## config.mk

```make
export PLATFORM = sky130hd
export DESIGN_NAME = keypad_scan_display
export DESIGN_NICKNAME = d
export VERILOG_FILES = /design/src/rtl/keypad_pkg.sv /design/src/rtl/seg_mux_display.sv /design/src/rtl/keypad_scan_display.sv
export SDC_FILE = /design/constraint.sdc
export NUM_CORES = 1
export LEC_CHECK = 0
export ABC_AREA = 1
export BUFFER_PORTS_ARGS = -buffer_cell sky130_fd_sc_hd__buf_2
export CAP_MARGIN = 15
export CORE_AREA = 2 2 73 75
export DETAILED_ROUTE_END_ITERATION = 10
export DIE_AREA = 0 0 75 77
export PLACE_DENSITY = 0.86
export SYNTH_ARGS = -nofsm -noshare
export SYNTH_HDL_FRONTEND = slang
export SYNTH_HIERARCHICAL = 1
export SYNTH_SLANG_ARGS = --single-unit
```

## constraint.sdc

```tcl
create_clock -name clk -period 2 [get_ports clk]
set_input_delay 0 -clock clk [delete_from_list [all_inputs] [get_ports clk]]
set_output_delay 0 -clock clk [all_outputs]
set_load 0.005 [all_outputs]
```

## src/rtl/keypad_pkg.sv

```systemverilog
// Shared types and helper functions for the keypad scanner and display.
package keypad_pkg;

    typedef enum logic [1:0] {
        SCAN,
        PRESS_DB,
        HELD,
        REL_DB
    } scan_state_t;

    // All segments off (active-low outputs).
    localparam logic [6:0] SEG_BLANK = 7'h7F;

    // Hex code for a column index and a one-hot row hit; rowhit[3] is the top row.
    function automatic logic [3:0] key_map(input logic [1:0] col, input logic [3:0] rowhit);
        logic [1:0] r;
        logic [3:0] code;
        // Row index counted from the top; the highest set bit wins.
        if (rowhit[3])      r = 2'd0;
        else if (rowhit[2]) r = 2'd1;
        else if (rowhit[1]) r = 2'd2;
        else                r = 2'd3;
        code = 4'h0;
        case (col)
            2'd0: case (r)
                2'd0: code = 4'h1;
                2'd1: code = 4'h4;
                2'd2: code = 4'h7;
                default: code = 4'hE;
            endcase
            2'd1: case (r)
                2'd0: code = 4'h2;
                2'd1: code = 4'h5;
                2'd2: code = 4'h8;
                default: code = 4'h0;
            endcase
            2'd2: case (r)
                2'd0: code = 4'h3;
                2'd1: code = 4'h6;
                2'd2: code = 4'h9;
                default: code = 4'hF;
            endcase
            default: case (r)
                2'd0: code = 4'hA;
                2'd1: code = 4'hB;
                2'd2: code = 4'hC;
                default: code = 4'hD;
            endcase
        endcase
        return code;
    endfunction

    // Hex digit to {g..a} segments, active-low.
    function automatic logic [6:0] hex_to_seg(input logic [3:0] value);
        logic [6:0] s;
        case (value)
            4'h0: s = 7'h40;
            4'h1: s = 7'h79;
            4'h2: s = 7'h24;
            4'h3: s = 7'h30;
            4'h4: s = 7'h19;
            4'h5: s = 7'h12;
            4'h6: s = 7'h02;
            4'h7: s = 7'h78;
            4'h8: s = 7'h00;
            4'h9: s = 7'h10;
            4'hA: s = 7'h08;
            4'hB: s = 7'h03;
            4'hC: s = 7'h46;
            4'hD: s = 7'h21;
            4'hE: s = 7'h06;
            default: s = 7'h0E;
        endcase
        return s;
    endfunction

endpackage

```

## src/rtl/seg_mux_display.sv

```systemverilog
// Multiplexed seven-segment driver: rotates one active digit and shows its history entry.
module seg_mux_display
    import keypad_pkg::*;
#(
    parameter int NDIGITS     = 2,
    parameter int REFRESHBITS = 4
) (
    input  logic                             clk,
    input  logic                             reset_n,
    input  logic [NDIGITS-1:0][3:0]          history,
    input  logic [$clog2(NDIGITS+1)-1:0]     filled,
    output logic [NDIGITS-1:0]               digit_en,
    output logic [6:0]                       seg
);

    localparam int IW = (NDIGITS > 1) ? $clog2(NDIGITS) : 1;

    logic [REFRESHBITS-1:0] refresh_reg;
    logic [REFRESHBITS-1:0] refresh_next;
    logic [IW-1:0]          idx_reg;
    logic [IW-1:0]          idx_next;
    logic [6:0]             seg_next;
    logic [NDIGITS-1:0]     digit_en_reg;
    logic [6:0]             seg_reg;

    // Advance the digit index at the end of each refresh period; blank digits not yet filled.
    always_comb begin
        refresh_next = refresh_reg + REFRESHBITS'(1);
        idx_next     = idx_reg;
        if (refresh_reg == '1) begin
            idx_next = (idx_reg == IW'(NDIGITS - 1)) ? '0 : idx_reg + IW'(1);
        end
        if (int'(idx_next) < int'(filled)) begin
            seg_next = hex_to_seg(history[idx_next]);
        end else begin
            seg_next = SEG_BLANK;
        end
    end

    // Register the refresh counter, digit enable and segments together so they stay aligned.
    always_ff @(posedge clk) begin
        if (!reset_n) begin
            refresh_reg  <= '0;
            idx_reg      <= '0;
            digit_en_reg <= NDIGITS'(1);
            seg_reg      <= SEG_BLANK;
        end else begin
            refresh_reg  <= refresh_next;
            idx_reg      <= idx_next;
            digit_en_reg <= NDIGITS'(1) << idx_next;
            seg_reg      <= seg_next;
        end
    end

    assign digit_en = digit_en_reg;
    assign seg      = seg_reg;

endmodule

```

## src/rtl/keypad_scan_display.sv

```systemverilog
// Debounced 4x4 keypad scanner with a key event port and a digit history display.
module keypad_scan_display
    import keypad_pkg::*;
#(
    parameter int SCANBITS    = 3,
    parameter int DEBOUNCE    = 8,
    parameter int NDIGITS     = 2,
    parameter int REFRESHBITS = 4
) (
    input  logic               clk,
    input  logic               reset_n,
    input  logic [3:0]         rows,
    output logic [3:0]         cols,
    output logic               key_valid,
    input  logic               key_ready,
    output logic [3:0]         key_code,
    output logic               key_overflow,
    output logic [NDIGITS-1:0] digit_en,
    output logic [6:0]         seg
);

    localparam int DBW = (DEBOUNCE > 1) ? $clog2(DEBOUNCE) : 1;
    localparam int FW  = $clog2(NDIGITS + 1);
    localparam logic [DBW-1:0] DB_LAST = DBW'(DEBOUNCE - 1);

    logic [3:0]              rows_meta_reg;
    logic [3:0]              rows_s_reg;
    scan_state_t             state_reg, state_next;
    logic [SCANBITS-1:0]     dwell_reg, dwell_next;
    logic [DBW-1:0]          db_reg, db_next;
    logic [1:0]              col_reg, col_next;
    logic [3:0]              hit_reg, hit_next;
    logic [3:0]              cols_reg;
    logic [3:0]              win_hit;
    logic                    hit_on;
    logic                    accept;
    logic [3:0]              accept_code;
    logic                    key_valid_reg;
    logic [3:0]              key_code_reg;
    logic                    key_overflow_reg;
    logic [NDIGITS-1:0][3:0] history_reg;
    logic [NDIGITS-1:0][3:0] history_shift;
    logic [FW-1:0]           filled_reg;

    // Two-flop synchronizer for the asynchronous row inputs.
    always_ff @(posedge clk) begin
        if (!reset_n) begin
            rows_meta_reg <= '0;
            rows_s_reg    <= '0;
        end else begin
            rows_meta_reg <= rows;
            rows_s_reg    <= rows_meta_reg;
        end
    end

    // Pick the highest active row as a one-hot hit.
    always_comb begin
        win_hit = 4'b0000;
        if (rows_s_reg[3])      win_hit = 4'b1000;
        else if (rows_s_reg[2]) win_hit = 4'b0100;
        else if (rows_s_reg[1]) win_hit = 4'b0010;
        else if (rows_s_reg[0]) win_hit = 4'b0001;
    end

    assign hit_on      = |(rows_s_reg & hit_reg);
    assign accept_code = key_map(col_reg, hit_reg);

    // Scan/debounce next-state logic; the column only moves in SCAN or after a confirmed release.
    always_comb begin
        state_next = state_reg;
        dwell_next = dwell_reg;
        db_next    = db_reg;
        col_next   = col_reg;
        hit_next   = hit_reg;
        accept     = 1'b0;
        case (state_reg)
            SCAN: begin
                dwell_next = dwell_reg + SCANBITS'(1);
                if (dwell_reg == '1) begin
                    if (rows_s_reg == 4'b0000) begin
                        col_next = col_reg + 2'd1;
                    end else begin
                        hit_next   = win_hit;
                        dwell_next = '0;
                        db_next    = '0;
                        state_next = PRESS_DB;
                    end
                end
            end
            PRESS_DB: begin
                if (hit_on) begin
                    if (db_reg == DB_LAST) begin
                        accept     = 1'b1;
                        state_next = HELD;
                    end else begin
                        db_next = db_reg + DBW'(1);
                    end
                end else begin
                    state_next = SCAN;
                end
            end
            HELD: begin
                if (!hit_on) begin
                    db_next    = '0;
                    state_next = REL_DB;
                end
            end
            REL_DB: begin
                if (hit_on) begin
                    state_next = HELD;
                end else if (db_reg == DB_LAST) begin
                    col_next   = col_reg + 2'd1;
                    state_next = SCAN;
                end else begin
                    db_next = db_reg + DBW'(1);
                end
            end
            default: state_next = SCAN;
        endcase
    end

    // Scanner state, counters and the registered column drive.
    always_ff @(posedge clk) begin
        if (!reset_n) begin
            state_reg <= SCAN;
            dwell_reg <= '0;
            db_reg    <= '0;
            col_reg   <= 2'd0;
            hit_reg   <= 4'b0000;
            cols_reg  <= 4'b1000;
        end else begin
            state_reg <= state_next;
            dwell_reg <= dwell_next;
            db_reg    <= db_next;
            col_reg   <= col_next;
            hit_reg   <= hit_next;
            cols_reg  <= 4'b1000 >> col_next;
        end
    end

    // Single-entry event buffer: a new key loads only if the slot is free or being drained now.
    always_ff @(posedge clk) begin
        if (!reset_n) begin
            key_valid_reg    <= 1'b0;
            key_code_reg     <= 4'h0;
            key_overflow_reg <= 1'b0;
        end else if (accept) begin
            if (!key_valid_reg || key_ready) begin
                key_valid_reg <= 1'b1;
                key_code_reg  <= accept_code;
            end else begin
                key_overflow_reg <= 1'b1;
            end
        end else if (key_valid_reg && key_ready) begin
            key_valid_reg <= 1'b0;
        end
    end

    // History shifts toward higher digits; the newest key lands in digit 0.
    assign history_shift[0] = accept_code;
    for (genvar gi = 1; gi < NDIGITS; gi++) begin : g_shift
        assign history_shift[gi] = history_reg[gi-1];
    end

    // Digit history and saturating fill count.
    always_ff @(posedge clk) begin
        if (!reset_n) begin
            history_reg <= '0;
            filled_reg  <= '0;
        end else if (accept) begin
            history_reg <= history_shift;
            if (filled_reg != FW'(NDIGITS)) begin
                filled_reg <= filled_reg + FW'(1);
            end
        end
    end

    seg_mux_display #(
        .NDIGITS    (NDIGITS),
        .REFRESHBITS(REFRESHBITS)
    ) u_display (
        .clk     (clk),
        .reset_n (reset_n),
        .history (history_reg),
        .filled  (filled_reg),
        .digit_en(digit_en),
        .seg     (seg)
    );

    assign cols         = cols_reg;
    assign key_valid    = key_valid_reg;
    assign key_code     = key_code_reg;
    assign key_overflow = key_overflow_reg;

endmodule

```

# [After elaboration in Yosys (flattened, before gate mapping)]
# Memories as Yosys holds them, arrays and structs flattened. A register that Yosys moved wholly into a read port is not among the register bits.
# Index checks and enable logic that the tools add are counted.
[totals] reg_bits=49 mem_bits_ro=112 input_bits=7 output_inout_bits=19 word_cells=112 memories=1
[classes] add_sub_neg=6 order_cmp=2 n_eq_ne=19 n_shift=2 mux=44 bitwise_logic=3 n_reduce_logical=18
[memory_table] memory="(no name shown)" words=16 width=7 read_ports=1 rd_ports_with_merged_regs=1 write_ports=0 line_no="keypad_pkg.sv:56" rtl="case (value)"
[ops] op="4-bit case mux with 3 select lines" count=4
[ops] op="2-bit two-way mux" count=14
[ops] op="3-bit two-way mux" count=9
[ops] op="4-bit two-way mux" count=3
[ops] op="2-bit != test (second input constant)" count=6
[ops] op="3-bit case mux with 4 select lines" count=1
[ops] op="1-bit two-way mux" count=10
[ops] op="2-bit AND reduction" count=5
[ops] op="5-bit AND reduction" count=2
[ops] op="3-bit case mux with 3 select lines" count=1
[ops] op="2-bit == test (second input constant)" count=4
[ops] op="2-bit case mux with 4 select lines" count=1
[ops] op="3-bit by 1-bit adder with 3-bit output (second input constant)" count=2
[ops] op="2-bit by 1-bit == test with 1-bit output (second input constant)" count=3
[ops] op="3-bit == test (second input constant)" count=2
[ops] op="2-bit zero test" count=3
[ops] op="3-bit != test (second input constant)" count=2
[ops] op="2-bit by 1-bit adder with 2-bit output (second input constant)" count=2
[ops] op="4-bit by 1-bit adder with 4-bit output (second input constant)" count=1
[ops] op="4-bit AND" count=1
[ops] op="4-bit == test (second input constant)" count=1
[ops] op="4-bit zero test" count=1
[ops] op="2-bit case mux with 2 select lines" count=1
[ops] op="4-bit OR reduction" count=1
[ops] op="12 further kinds" count=14

# [Longest topological paths before layout]
[depth] word_depth=6 mapped_depth=13 mapped_depth_nobuf=13

# [Hierarchy]
# Netlist, hierarchy kept.
[modules_own_cells] module="keypad_scan_display" n_inst=1 cells_each=290 area_per_inst_um2=2073.2 seq_area_each_um2=840.8
[modules_own_cells] module="seg_mux_display" n_inst=1 cells_each=115 area_per_inst_um2=777.0 seq_area_each_um2=260.2

# [Worst setup path after synthesis]
# OpenSTA, ideal clock, no wires.
[synth_timing] path_kind="reg-to-reg" from="register u_display.refresh_reg[0]" to="register u_display.seg_reg[3], in the netlist u_display/seg[3]" arrival_ns=1.594 t_required_ns=1.879 setup_slack_ns=0.285 stages_incl_launch_ff=12 synth_period_minus_slack_ns=1.715 path_cell_list="dfxtp_1 ha_1 nand3_1 nand2_1 nand3_1 nand2_1 ha_1 nand3b_1 nand2_1 inv_1 nand2_1 nand3_1"
[synth_via] elab_chain_len=5 elab_cells_between_ends=7 cone_classes="1 x order compare; 1 x eq/ne; 3 x mux; 2 x reduce/logical"
[synth_rtl] item="start, declared" line_no="seg_mux_display.sv:18" rtl="logic [REFRESHBITS-1:0] refresh_reg;"
[synth_rtl] item="start signal, assigned" line_no="seg_mux_display.sv:48" rtl="refresh_reg <= refresh_next;"
[synth_rtl] item="4-bit == test (*)" line_no="seg_mux_display.sv:30" rtl="if (refresh_reg == '1) begin"
[synth_rtl] item="1-bit two-way mux (*)" line_no="seg_mux_display.sv:30"
[synth_rtl] item="1-bit by 2-bit less-than comparator with 1-bit output" line_no="seg_mux_display.sv:33" rtl="if (int'(idx_next) < int'(filled)) begin"
[synth_rtl] item="2-bit AND reduction (no source line)"
[synth_rtl] item="1-bit zero test (no source line)"
[synth_rtl] item="end, declared" line_no="seg_mux_display.sv:24" rtl="logic [6:0] seg_reg;"
# Every way passes the cells marked *; elsewhere a longest branch is shown, timed or not. The select of a mux whose other input is x is not followed.
# A chain may end at the register's enable or synchronous reset.

# [Worst setup path after layout]
# Ends and elaborated chain as after synthesis.

==> impl_results.md <==
- Most used routing layer: met2
- WP data arrival: about 2.0 ns
- Fin crit period: around 1.8 ns
- Crit. End Element: register
- CP required: 2.20 ns
- Hold path endpoint: key_valid
- GR met2 Demand/Resource: 0.390
- Vias: ~2,600
- Syn nets: 431
- R2R setup slack: approximately 0.16 ns
- CTS tree: done
- Placement Cell Area: 0.00306 mm2
- Core area: 0.00498 mm2
- Slew headroom: 0.641
- Most frequent cells in the layout: nand2_1, inv_1, dfxtp_1, nor2_1, nand3_1
- Total grt overflow: 0
- Clock Latency Late Sink: slightly above 0.3 ns
- Hold path startpoint: key_ready
- Routability cong.: around 0.94
- Final cell count without fillers: around 500
- All-Layer GR Usage: 0.216
- Drt pass-1 iters: 4
- Pins over their slew limit: 0
- Sequential share of the synthesized area: 0.386
- Final ANT Viol Nets: 0
- Syn Area/Cell: between 7 and 8 um2
- Placed Cells: about 500
- TritonCTS Buffers: 5
- Area of the mapped netlist: ~0.0029 mm2
- Fillers: about 440
- FMAX: 543 MHz
- WHS Path Cells: 4
- Status: finished, final reports clean
- Post-Synthesis Cells: approximately 410
- Cell area after layout: about 0.0032 mm2
- Drt drc: 0
- Port bufs: 25
- Site Rows: 26
- Maximum clock path buffer count: 2
- Final nets: 466
- # H-tree levels: 2
- Root buf cell: clkbuf_8
- YS warnings: 6
- HPWL Detailed: roughly 4.2 mm
- Largest net degree at the start of global routing: 27
- Crit path max fanout: 6
- Share of layout cells above drive strength 1: 0.141
- Tcrit/Tclk final: 0.920
- Worst Hold Class: primary input to register
- RR Startpoint: u_display/refresh_reg[0]
- R2R cell count: 11
- # IOs: 26
- Max-Cap Viols: 0
- Number of global-route vias before repair: around 2,400
- Post-Route WL: about 5.8 mm
- Starting DRT DRC Count: 111
- Ant. Diodes: 0
- # clock sinks: 55
- Worst flop-to-flop path endpoint: u_display/seg[3]
- CP Class: register to register
- Tot Pwr: between 0.0015 and 0.002 W
- Final Hold Viols: 0
- Avg Vias per Cell: ~5
- Final clock skew: between 0.009 and 0.01 ns
- Clock-pin slew on the worst setup and hold paths: 0.09 ns
- TNS Setup: 0 ns
- Antenna violations before repair: 0
- Commonest non-fill, non-tap cell in the layout: nand2_1
- Fin Hold WS: ~0.024 ns
- Final setup violation count: 0
- Worst VDD drop: 0.396 mV
- Die X: about 75 um
- RSZ-0062 raised after global routing: false
- Met1 global-route usage: 0.245
- Max reg flops: 8
- Synth cell types: 32
- Starting Density: 0.573
- Grt met3 use: 0.0447
- Yosys reg bits: 55
- DIE HEIGHT: roughly 77 um
- Die ar.: 0.00578 mm2
- PD cells: approximately 580 mW/mm2
- Pleak: roughly 1.5 nW
- Layout area overhead: 12.8%
- Worst slew pin tran: around 0.54 ns
- Worst setup SP type: register
- First-pass GRT wire length: between 10 and 15 mm
- Wire per inst: approximately 11 um
[final cells by class]
type | instances | area [um2] | share of cell area
Multi-Input combinational cell | 278 | 1480 | 0.460
Timing Repair Buffer | 34 | 203 | 0.0631
Inverter | 66 | 248 | 0.0771
Clock inverter | 1 | 8.76 | 0.00272
Clock buffer | 7 | 86.3 | 0.0269
Sequential cell | 55 | 1100 | 0.343
Tap cell | 70 | 87.6 | 0.0272
[critical path, stage by stage (launching register included)]
cell and delay [ns]:
dfxtp_1 0.37, ha_2 0.22, nand3_1 0.13, nand2_2 0.14, nand3_1 0.10, nand2_2 0.13
ha_1 0.24, nand3b_1 0.17, nand2_1 0.07, inv_1 0.03, nand2_1 0.05, nand3_1 0.06
[report_power, final]
group | switching, W | internal, W
Sequential | 0.0000132 | 0.00112
Clock | 0.000352 | 0.000284
Combinational | 0.0000522 | 0.0000361
Total | 0.000418 | 0.00144
[layer usage]
layer	vias to the layer above	routed length, um
li1	1344	-
met1	1186	2450
met2	36	3050
met3	6	202
met4	0	56
met5	-	0
[per-stage QoR]
| step | setup WS, ns | utilization |
|---|---|---|
| 2_1_floorplan | 0.285 | - |
| 3_3_place_gp | 0.187 | 0.615 |
| 3_5_place_dp | 0.0992 | 0.615 |
| 4_1_cts | 0.0687 | 0.642 |
| 5_1_grt | 0.00642 | 0.646 |
| 6_report | 0.160 | 0.646 |
[worst max-delay path by stage]
| stage | endpoint | startpoint | slack [ns] | cells past startpoint |
|---|---|---|---|---|
| after floorplan | u_display/seg[3] | u_display/refresh_reg[0] | 0.28 | 11 |
| after CTS | u_display/seg[3] | u_display/refresh_reg[0] | 0.07 | 11 |
| after detailed placement | u_display/seg[3] | u_display/refresh_reg[0] | 0.1 | 11 |
| after global routing | u_display/seg[3] | u_display/refresh_reg[0] | 0.006 | 10 |
| final | u_display/seg[3] | u_display/refresh_reg[0] | 0.16 | 11 |
| after global placement | u_display/seg[3] | u_display/refresh_reg[0] | 0.19 | 11 |
[synth_stat cells]
master    count  area share
nand2_1     113        0.15
inv_1        62       0.082
nor2_2        4      0.0088
o21ai_1       3      0.0053
a21boi_0      1      0.0026
a31oi_1       1      0.0022
nor2_1       35       0.046
nand3b_1      1      0.0026
o21a_1        1      0.0026
nand4_1       9       0.020
nor2_4        2      0.0079
buf_4         1      0.0026
dfxtp_1      55        0.39
o21ai_2       2      0.0061
o211ai_1      2      0.0053
o21ai_4       1      0.0057
nand2_2       4      0.0088
nor2_8        1      0.0070
inv_2         3      0.0040
a211oi_1      2      0.0053
a21oi_1      23       0.040
buf_6         1      0.0040
nand3_2       1      0.0035
nand3_1      34       0.060
xnor2_1       2      0.0061
ha_1         19       0.083
o22ai_1       1      0.0022
nand3_4       1      0.0061
nand2_4       1      0.0040
clkbuf_1      4      0.0053
clkinv_1      1      0.0013
o21ai_0      14       0.025
[kinds of logic after synthesis]
| group | after synthesis | share of synthesized area |
|---|---|---|
| simple gates | 206 | 0.323 |
| buf+inv | 72 | 0.0988 |
| flops | 55 | 0.386 |
| compound gates | 51 | 0.102 |
| fa+ha+maj | 19 | 0.0834 |
| xor+xnor | 2 | 0.00615 |
[what timing repair did]
item,CTS,global route
hold endpoints to repair,4,0
endpoints found under the setup margin,0,4
hold buffers,4,0
resized for setup,0,5
buffers inserted,0,1
(Power assumes the default switching activity.)
